$ cat src/rtl/host_cmd_sequencer_if.sv
// Bundle of the host request/response handshake and the command bus toward the SoC top.
// The sequencer connects through the slave modport. The master modport is the surrounding
// environment: the host issuing requests and the SoC top answering them.
interface host_cmd_sequencer_if #(
  parameter int HOST_INSTRUCT_SIZE   = 4,
  parameter int MAX_INPUT_DATA_SIZE  = 256,
  parameter int MAX_OUTPUT_DATA_SIZE = 256,
  parameter int TAG_W                = 4,
  parameter int FIFO_DEPTH           = 4
);
  // host request side
  logic                            req_valid;
  logic                            req_ready;
  logic [HOST_INSTRUCT_SIZE-1:0]   req_instr;
  logic [MAX_INPUT_DATA_SIZE-1:0]  req_data;
  logic [TAG_W-1:0]                req_tag;

  // host response side
  logic                            rsp_valid;
  logic                            rsp_ready;
  logic [MAX_OUTPUT_DATA_SIZE-1:0] rsp_data;
  logic [TAG_W-1:0]                rsp_tag;
  logic                            rsp_timeout;

  // status
  logic                            busy;
  logic [$clog2(FIFO_DEPTH):0]     pending;

  // command bus toward the SoC top
  logic [HOST_INSTRUCT_SIZE-1:0]   host_instruction;
  logic [MAX_INPUT_DATA_SIZE-1:0]  host_data;
  logic                            start;
  logic [MAX_OUTPUT_DATA_SIZE-1:0] out;
  logic                            operation_done;

  modport slave (
    input  req_valid, req_instr, req_data, req_tag,
    input  rsp_ready,
    input  out, operation_done,
    output req_ready,
    output rsp_valid, rsp_data, rsp_tag, rsp_timeout,
    output busy, pending,
    output host_instruction, host_data, start
  );

  modport master (
    output req_valid, req_instr, req_data, req_tag,
    output rsp_ready,
    output out, operation_done,
    input  req_ready,
    input  rsp_valid, rsp_data, rsp_tag, rsp_timeout,
    input  busy, pending,
    input  host_instruction, host_data, start
  );
endinterface

$ cat src/rtl/host_cmd_sequencer.sv
// Host-side command sequencer. Requests are queued in a small FIFO and issued one at a time
// to the SoC top as a start pulse with instruction/data. The sequencer then waits for
// operation_done (bounded by a watchdog), captures the result and returns it with the
// request tag. Only one request is ever outstanding, so responses come back in order.
module host_cmd_sequencer #(
  parameter int HOST_INSTRUCT_SIZE   = 4,
  parameter int MAX_INPUT_DATA_SIZE  = 256,
  parameter int MAX_OUTPUT_DATA_SIZE = 256,
  parameter int TAG_W                = 4,
  parameter int FIFO_DEPTH           = 4,
  parameter int TIMEOUT_CYCLES       = 4096
) (
  input logic                 clk,
  input logic                 rst,
  host_cmd_sequencer_if.slave bus
);

  // FIFO_DEPTH is a power of two >= 2, so pointers wrap naturally
  localparam int PTR_W = $clog2(FIFO_DEPTH);
  localparam int CNT_W = PTR_W + 1;
  // watchdog only needs to reach TIMEOUT_CYCLES-1
  localparam int WD_W  = $clog2(TIMEOUT_CYCLES);

  localparam logic [CNT_W-1:0] FULL_COUNT = CNT_W'(FIFO_DEPTH);
  localparam logic [WD_W-1:0]  WD_LAST    = WD_W'(TIMEOUT_CYCLES - 1);

  typedef enum logic [1:0] {
    IDLE  = 2'd0,
    ISSUE = 2'd1,
    WAIT  = 2'd2,
    RESP  = 2'd3
  } state_t;

  // ---------------------------------------------------------------------------
  // Request FIFO
  // ---------------------------------------------------------------------------
  logic [HOST_INSTRUCT_SIZE-1:0]  instr_mem [FIFO_DEPTH];
  logic [MAX_INPUT_DATA_SIZE-1:0] data_mem  [FIFO_DEPTH];
  logic [TAG_W-1:0]               tag_mem   [FIFO_DEPTH];

  logic [PTR_W-1:0] wr_ptr_reg;
  logic [PTR_W-1:0] rd_ptr_reg;
  logic [CNT_W-1:0] count_reg;
  logic [CNT_W-1:0] count_next;
  logic             req_ready_reg;
  logic             push;
  logic             pop;

  // ---------------------------------------------------------------------------
  // Sequencer state and registered outputs
  // ---------------------------------------------------------------------------
  state_t                          state_reg;
  logic [TAG_W-1:0]                cur_tag_reg;
  logic [WD_W-1:0]                 watchdog_reg;
  logic                            start_reg;
  logic                            busy_reg;
  logic [HOST_INSTRUCT_SIZE-1:0]   host_instruction_reg;
  logic [MAX_INPUT_DATA_SIZE-1:0]  host_data_reg;
  logic                            rsp_valid_reg;
  logic [MAX_OUTPUT_DATA_SIZE-1:0] rsp_data_reg;
  logic [TAG_W-1:0]                rsp_tag_reg;
  logic                            rsp_timeout_reg;

  // req_ready is registered as !full, so a full FIFO refuses a push even when a pop
  // happens in the same cycle
  assign push = bus.req_valid && req_ready_reg;
  // the sequencer takes the head whenever it is idle and something is queued
  assign pop  = (state_reg == IDLE) && (count_reg != '0);

  // Occupancy after this cycle's push/pop; a simultaneous push and pop leaves it unchanged
  always_comb begin
    count_next = count_reg;
    if (push && !pop) begin
      count_next = count_reg + CNT_W'(1);
    end else if (pop && !push) begin
      count_next = count_reg - CNT_W'(1);
    end
  end

  // FIFO storage write; contents need no reset because occupancy gates every read
  always_ff @(posedge clk) begin
    if (push) begin
      instr_mem[wr_ptr_reg] <= bus.req_instr;
      data_mem[wr_ptr_reg]  <= bus.req_data;
      tag_mem[wr_ptr_reg]   <= bus.req_tag;
    end
  end

  // FIFO pointers, occupancy and the registered ready flag; reset flushes the queue
  always_ff @(posedge clk) begin
    if (rst) begin
      wr_ptr_reg    <= '0;
      rd_ptr_reg    <= '0;
      count_reg     <= '0;
      req_ready_reg <= 1'b1;
    end else begin
      if (push) begin
        wr_ptr_reg <= wr_ptr_reg + PTR_W'(1);
      end
      if (pop) begin
        rd_ptr_reg <= rd_ptr_reg + PTR_W'(1);
      end
      count_reg     <= count_next;
      req_ready_reg <= (count_next != FULL_COUNT);
    end
  end

  // Issue/wait/respond sequencer with all outputs registered
  always_ff @(posedge clk) begin
    if (rst) begin
      state_reg            <= IDLE;
      cur_tag_reg          <= '0;
      watchdog_reg         <= '0;
      start_reg            <= 1'b0;
      busy_reg             <= 1'b0;
      host_instruction_reg <= '0;
      host_data_reg        <= '0;
      rsp_valid_reg        <= 1'b0;
      rsp_data_reg         <= '0;
      rsp_tag_reg          <= '0;
      rsp_timeout_reg      <= 1'b0;
    end else begin
      // start is a single-cycle pulse that is only raised on entry to ISSUE
      start_reg <= 1'b0;
      case (state_reg)
        IDLE: begin
          if (pop) begin
            // the command bus takes the new request here and then holds it until
            // the next issue, so it is already valid during the start cycle
            host_instruction_reg <= instr_mem[rd_ptr_reg];
            host_data_reg        <= data_mem[rd_ptr_reg];
            cur_tag_reg          <= tag_mem[rd_ptr_reg];
            start_reg            <= 1'b1;
            busy_reg             <= 1'b1;
            state_reg            <= ISSUE;
          end
        end
        ISSUE: begin
          // operation_done is deliberately not looked at in this cycle
          watchdog_reg <= '0;
          state_reg    <= WAIT;
        end
        WAIT: begin
          watchdog_reg <= watchdog_reg + WD_W'(1);
          // done has priority over the watchdog terminal count
          if (bus.operation_done) begin
            rsp_data_reg    <= bus.out;
            rsp_timeout_reg <= 1'b0;
            rsp_tag_reg     <= cur_tag_reg;
            rsp_valid_reg   <= 1'b1;
            state_reg       <= RESP;
          end else if (watchdog_reg == WD_LAST) begin
            rsp_data_reg    <= '0;
            rsp_timeout_reg <= 1'b1;
            rsp_tag_reg     <= cur_tag_reg;
            rsp_valid_reg   <= 1'b1;
            state_reg       <= RESP;
          end
        end
        RESP: begin
          // response fields stay frozen until the host takes them
          if (bus.rsp_ready) begin
            rsp_valid_reg <= 1'b0;
            busy_reg      <= 1'b0;
            state_reg     <= IDLE;
          end
        end
        default: begin
          state_reg <= IDLE;
        end
      endcase
    end
  end

  assign bus.req_ready        = req_ready_reg;
  assign bus.pending          = count_reg;
  assign bus.busy             = busy_reg;
  assign bus.start            = start_reg;
  assign bus.host_instruction = host_instruction_reg;
  assign bus.host_data        = host_data_reg;
  assign bus.rsp_valid        = rsp_valid_reg;
  assign bus.rsp_data         = rsp_data_reg;
  assign bus.rsp_tag          = rsp_tag_reg;
  assign bus.rsp_timeout      = rsp_timeout_reg;

endmodule

$ cat src/flat_wrapper.sv
// flat-port wrapper written by rule: the top's interface ports become plain ports
module host_cmd_sequencer_flat 
#(
  parameter int HOST_INSTRUCT_SIZE   = 4,
  parameter int MAX_INPUT_DATA_SIZE  = 256,
  parameter int MAX_OUTPUT_DATA_SIZE = 256,
  parameter int TAG_W                = 4,
  parameter int FIFO_DEPTH           = 4,
  parameter int TIMEOUT_CYCLES       = 4096
)
  (clk, rst, bus_req_valid, bus_req_instr, bus_req_data, bus_req_tag, bus_rsp_ready, bus_out, bus_operation_done, bus_req_ready, bus_rsp_valid, bus_rsp_data, bus_rsp_tag, bus_rsp_timeout, bus_busy, bus_pending, bus_host_instruction, bus_host_data, bus_start);
  host_cmd_sequencer_if #(.HOST_INSTRUCT_SIZE(HOST_INSTRUCT_SIZE), .MAX_INPUT_DATA_SIZE(MAX_INPUT_DATA_SIZE), .MAX_OUTPUT_DATA_SIZE(MAX_OUTPUT_DATA_SIZE), .TAG_W(TAG_W), .FIFO_DEPTH(FIFO_DEPTH)) bus_i ();
  input logic clk;
  input logic rst;
  input wire logic [$bits(bus_i.req_valid)-1:0] bus_req_valid;
  input wire logic [$bits(bus_i.req_instr)-1:0] bus_req_instr;
  input wire logic [$bits(bus_i.req_data)-1:0] bus_req_data;
  input wire logic [$bits(bus_i.req_tag)-1:0] bus_req_tag;
  input wire logic [$bits(bus_i.rsp_ready)-1:0] bus_rsp_ready;
  input wire logic [$bits(bus_i.out)-1:0] bus_out;
  input wire logic [$bits(bus_i.operation_done)-1:0] bus_operation_done;
  output wire logic [$bits(bus_i.req_ready)-1:0] bus_req_ready;
  output wire logic [$bits(bus_i.rsp_valid)-1:0] bus_rsp_valid;
  output wire logic [$bits(bus_i.rsp_data)-1:0] bus_rsp_data;
  output wire logic [$bits(bus_i.rsp_tag)-1:0] bus_rsp_tag;
  output wire logic [$bits(bus_i.rsp_timeout)-1:0] bus_rsp_timeout;
  output wire logic [$bits(bus_i.busy)-1:0] bus_busy;
  output wire logic [$bits(bus_i.pending)-1:0] bus_pending;
  output wire logic [$bits(bus_i.host_instruction)-1:0] bus_host_instruction;
  output wire logic [$bits(bus_i.host_data)-1:0] bus_host_data;
  output wire logic [$bits(bus_i.start)-1:0] bus_start;
  assign bus_i.req_valid = bus_req_valid;
  assign bus_i.req_instr = bus_req_instr;
  assign bus_i.req_data = bus_req_data;
  assign bus_i.req_tag = bus_req_tag;
  assign bus_i.rsp_ready = bus_rsp_ready;
  assign bus_i.out = bus_out;
  assign bus_i.operation_done = bus_operation_done;
  assign bus_req_ready = bus_i.req_ready;
  assign bus_rsp_valid = bus_i.rsp_valid;
  assign bus_rsp_data = bus_i.rsp_data;
  assign bus_rsp_tag = bus_i.rsp_tag;
  assign bus_rsp_timeout = bus_i.rsp_timeout;
  assign bus_busy = bus_i.busy;
  assign bus_pending = bus_i.pending;
  assign bus_host_instruction = bus_i.host_instruction;
  assign bus_host_data = bus_i.host_data;
  assign bus_start = bus_i.start;
  host_cmd_sequencer #(.HOST_INSTRUCT_SIZE(HOST_INSTRUCT_SIZE), .MAX_INPUT_DATA_SIZE(MAX_INPUT_DATA_SIZE), .MAX_OUTPUT_DATA_SIZE(MAX_OUTPUT_DATA_SIZE), .TAG_W(TAG_W), .FIFO_DEPTH(FIFO_DEPTH), .TIMEOUT_CYCLES(TIMEOUT_CYCLES)) u_core (.clk(clk), .rst(rst), .bus(bus_i));
endmodule
$ cat config.mk
export PLATFORM = sky130hd
export DESIGN_NAME = host_cmd_sequencer_flat
export DESIGN_NICKNAME = d
export VERILOG_FILES = /design/src/rtl/host_cmd_sequencer_if.sv /design/src/rtl/host_cmd_sequencer.sv /design/src/flat_wrapper.sv
export SDC_FILE = /design/constraint.sdc
export NUM_CORES = 2
export LEC_CHECK = 0
export ABC_CLOCK_PERIOD_IN_PS = 11600
export CORE_AREA = 2 2 404 406
export DETAILED_ROUTE_END_ITERATION = 8
export DIE_AREA = 0 0 406 408
export DONT_BUFFER_PORTS = 1
export HOLD_SLACK_MARGIN = 0.08
export PLACE_DENSITY = 0.53
export SYNTH_ARGS = -nofsm -noshare
export SYNTH_HDL_FRONTEND = slang
export SYNTH_SLANG_ARGS = --single-unit
$ cat constraint.sdc
create_clock -name clk -period 11.6 [get_ports clk]
set_input_delay 1.16 -clock clk [delete_from_list [all_inputs] [get_ports clk]]
set_output_delay 1.16 -clock clk [all_outputs]
set_load 0.02 [all_outputs]
==> run metrics <==
run status=finished, final reports clean; layout cell share with drive strength beyond 1=16.68%; most instantiated flip-flop cell in the synthesis netlist=sky130_fd_sc_hd__edfxtp_1; flop2flop setup slack=7520 ps; drt first-iter violations=2310; launching instance or port of the critical path=u_core.watchdog_reg[0]; Final Power=16.62 mW; Fillers=14690; count of unique library cells instantiated by Yosys=45; wire length of the first global-routing pass=243400 um; Synth Register Bits=1606; signal arrival time at the worst endpoint=4830 ps; Reg area=42730 sq um; number of buffers inserted by port buffering=0; Mapped Area=56170 sq um; CTS tree=done; yosys synthesis warning count=0; Core Area=161700 sq um; Hold Fails Final Rpt=0; asr flop ratio synth=0%; cell type with the highest aggregate area in the netlist=sky130_fd_sc_hd__edfxtp_1; clock network latency to the later pin of the worst-skew pair=820 ps; routability congestion estimate from global placement=0.9145; transition time at the pin with the least slew margin=1435 ps; critical path fanouts, max=103; buffers from clock root to sink, at most=3; overall routing resource usage=21.25%; post-route setup TNS=0 ps; number of cells upsized or downsized after cts=0; worst max-slew margin expressed relative to the limit=4.362%; capturing element type of the critical path=flip-flop; cts hold-fix bufs=0; pin count of the biggest net entering global routing=289; worst reg2reg path startpoint=u_core.watchdog_reg[0]; number of cell rows=148; Hold Crit Class=input pin to flip-flop; final hold slack=429.8 ps; vias per cell=5.195; total CTS buffers=170; most used cells in the layout excluding fill and tap cells=sky130_fd_sc_hd__edfxtp_1 (1056), sky130_fd_sc_hd__dfxtp_1 (548), sky130_fd_sc_hd__nand2_1 (539); setup repair bufs after CTS=0; min Tclk post-route=4083 ps; final setup vio count=0; boundary pin count=1053; post-layout util=39.58%; cell count after synthesis=3273; met2 Use GR=34.55%; Initial Utilization=34.74%; residual overflow from global routing=0; EDFF count, synth=1056; ratio of final minimum period to clock period=35.20%; critical path endpoint=u_core.bus.rsp_data[26]; Setup CP Type=flip-flop to flip-flop; R2R depth=8; height of the die=408 um; sequential area share after synthesis=76.06%; GRT busiest layer=met2; clock slew seen by the registers of the worst setup and hold paths=60 ps; area occupied by multi-input gates=12430 sq um; Clock Skew=34.93 ps; most frequent standard cell in the layout excluding fill and tap cells=sky130_fd_sc_hd__edfxtp_1; GR met1 Demand/Resource=22.81%; x dimension of the die=406 um; Max-Cap Viols=0; Layout area overhead=13.93%; number of vias in the routed layout=29140; area share of the largest cell type after synthesis=56.46%; Slew Limit Fails=0; standby leakage power=20.72 nW; max reg flops=1024; global routing met3 resource utilization=9.083%; antenna violations before repair=36; total power per unit cell area=259.7 nW/um^2; number of nets in the final layout=3809; worst vdd rail ir drop=258.3 uV; per-instance average area after synthesis=17.16 sq um; final HPWL from detailed placement=123600 um; nets in the synthesized netlist=3809; fmax=244.9 MHz; Data required, critical path=12350 ps; H-tree depth=4; Root Buffer Master=sky130_fd_sc_hd__clkbuf_16; post-route ant nets=0; Detailed Routing Iterations Pass 1=5; Die Area=165600 sq um; RSZ-0062 raised after global routing=false; vias in the first global route=29010; wire length after detailed routing=180400 um; Worst setup SP type=flip-flop; number of remaining DRC errors=0; endpoint of the lowest-slack register-to-register path=u_core.bus.rsp_data[26]; synth top area cells=sky130_fd_sc_hd__edfxtp_1 (56%), sky130_fd_sc_hd__dfxtp_1 (20%), sky130_fd_sc_hd__mux4_2 (11%), sky130_fd_sc_hd__a22o_1 (4.0%), sky130_fd_sc_hd__nand2_1 (3.6%); detailed-route wire length per cell=32.17 um; clock sinks=1606
==> Yosys cell counts, types with 2 or more instances <==
cell type,n
sky130_fd_sc_hd__a211oi_1,3
sky130_fd_sc_hd__a21oi_1,278
sky130_fd_sc_hd__a22o_1,256
sky130_fd_sc_hd__and3_1,5
sky130_fd_sc_hd__buf_1,15
sky130_fd_sc_hd__buf_2,27
sky130_fd_sc_hd__buf_6,26
sky130_fd_sc_hd__clkbuf_1,142
sky130_fd_sc_hd__dfxtp_1,550
sky130_fd_sc_hd__edfxtp_1,1056
sky130_fd_sc_hd__ha_1,11
sky130_fd_sc_hd__inv_1,10
sky130_fd_sc_hd__mux4_2,264
sky130_fd_sc_hd__nand2_1,540
sky130_fd_sc_hd__nand2b_1,6
sky130_fd_sc_hd__nand3_1,10
sky130_fd_sc_hd__nand4_1,6
sky130_fd_sc_hd__nor2_1,15
sky130_fd_sc_hd__nor2b_1,2
sky130_fd_sc_hd__nor3_1,7
sky130_fd_sc_hd__nor4_1,2
sky130_fd_sc_hd__o21a_1,2
sky130_fd_sc_hd__o21ai_0,7
sky130_fd_sc_hd__or3_1,3
sky130_fd_sc_hd__xnor2_1,5
sky130_fd_sc_hd__xor2_1,6
==> critical path: stages (launching register included) <==
cell	delay [ps]
sky130_fd_sc_hd__dfxtp_1	340
sky130_fd_sc_hd__ha_1	260
sky130_fd_sc_hd__nand4_4	160
sky130_fd_sc_hd__o41ai_4	140
sky130_fd_sc_hd__a21oi_4	280
sky130_fd_sc_hd__buf_4	720
sky130_fd_sc_hd__buf_4	720
sky130_fd_sc_hd__buf_4	970
sky130_fd_sc_hd__a22o_1	260
==> metrics by stage <==
step	cell area, sq um	std cells	worst slack, ps
3_3_place_gp	58300	5276	7164
4_1_cts	63950	5593	7601
3_5_place_dp	58300	5276	7093
5_1_grt	63980	5603	7285
6_report	63990	5608	7517
2_1_floorplan	56170	3273	3719
==> where the power goes <==
group / internal, mW / leakage (nW) / switching [mW]
Combinational: 1.07 / 3.80 / 1.81
Sequential: 6.98 / 14.2 / 1.28
Clock: 3.15 / 2.75 / 2.33
==> layer usage <==
layer  part of all wire (%)  up-vias
met5                  0.055        -
met4                    5.8       14
met3                     11      290
met2                     49     1243
met1                     34    14960
li1                       -    12630
==> worst min path at each step <==
| stage | from | end | cells past startpoint |
|---|---|---|---|
| 2_1_floorplan | u_core.cur_tag_reg[0] | u_core.cur_tag_reg[0] | 2 |
| 3_3_place_gp | u_core.watchdog_reg[1] | u_core.watchdog_reg[1] | 2 |
| 3_5_place_dp | u_core.watchdog_reg[1] | u_core.watchdog_reg[1] | 2 |
| 4_1_cts | rst | u_core.bus.host_data[195] | 1 |
| 5_1_grt | bus_req_data[248] | u_core.data_mem[0][248] | 0 |
| 6_report | bus_req_data[18] | u_core.data_mem[2][18] | 0 |
==> area by class of cell <==
class | count | share of cell area (%)
Sequential cell | 1606 | 66.77
Multi-Input combinational cell | 1446 | 19.42
Clock buffer | 249 | 7.551
Tap cell | 2175 | 4.253
Clock inverter | 68 | 1.287
Timing Repair Buffer | 39 | 0.5944
Inverter | 10 | 0.05866
Antenna cell | 15 | 0.05866
==> kinds of logic after synthesis <==
family | share of synthesized area (%)
flops | 76.06
simple gates | 4.246
compound gates | 6.779
mux | 10.60
buf+inv | 1.891
xor+xnor | 0.1715
fa+ha+maj | 0.2450
Power figures use the tool's default switching activity.
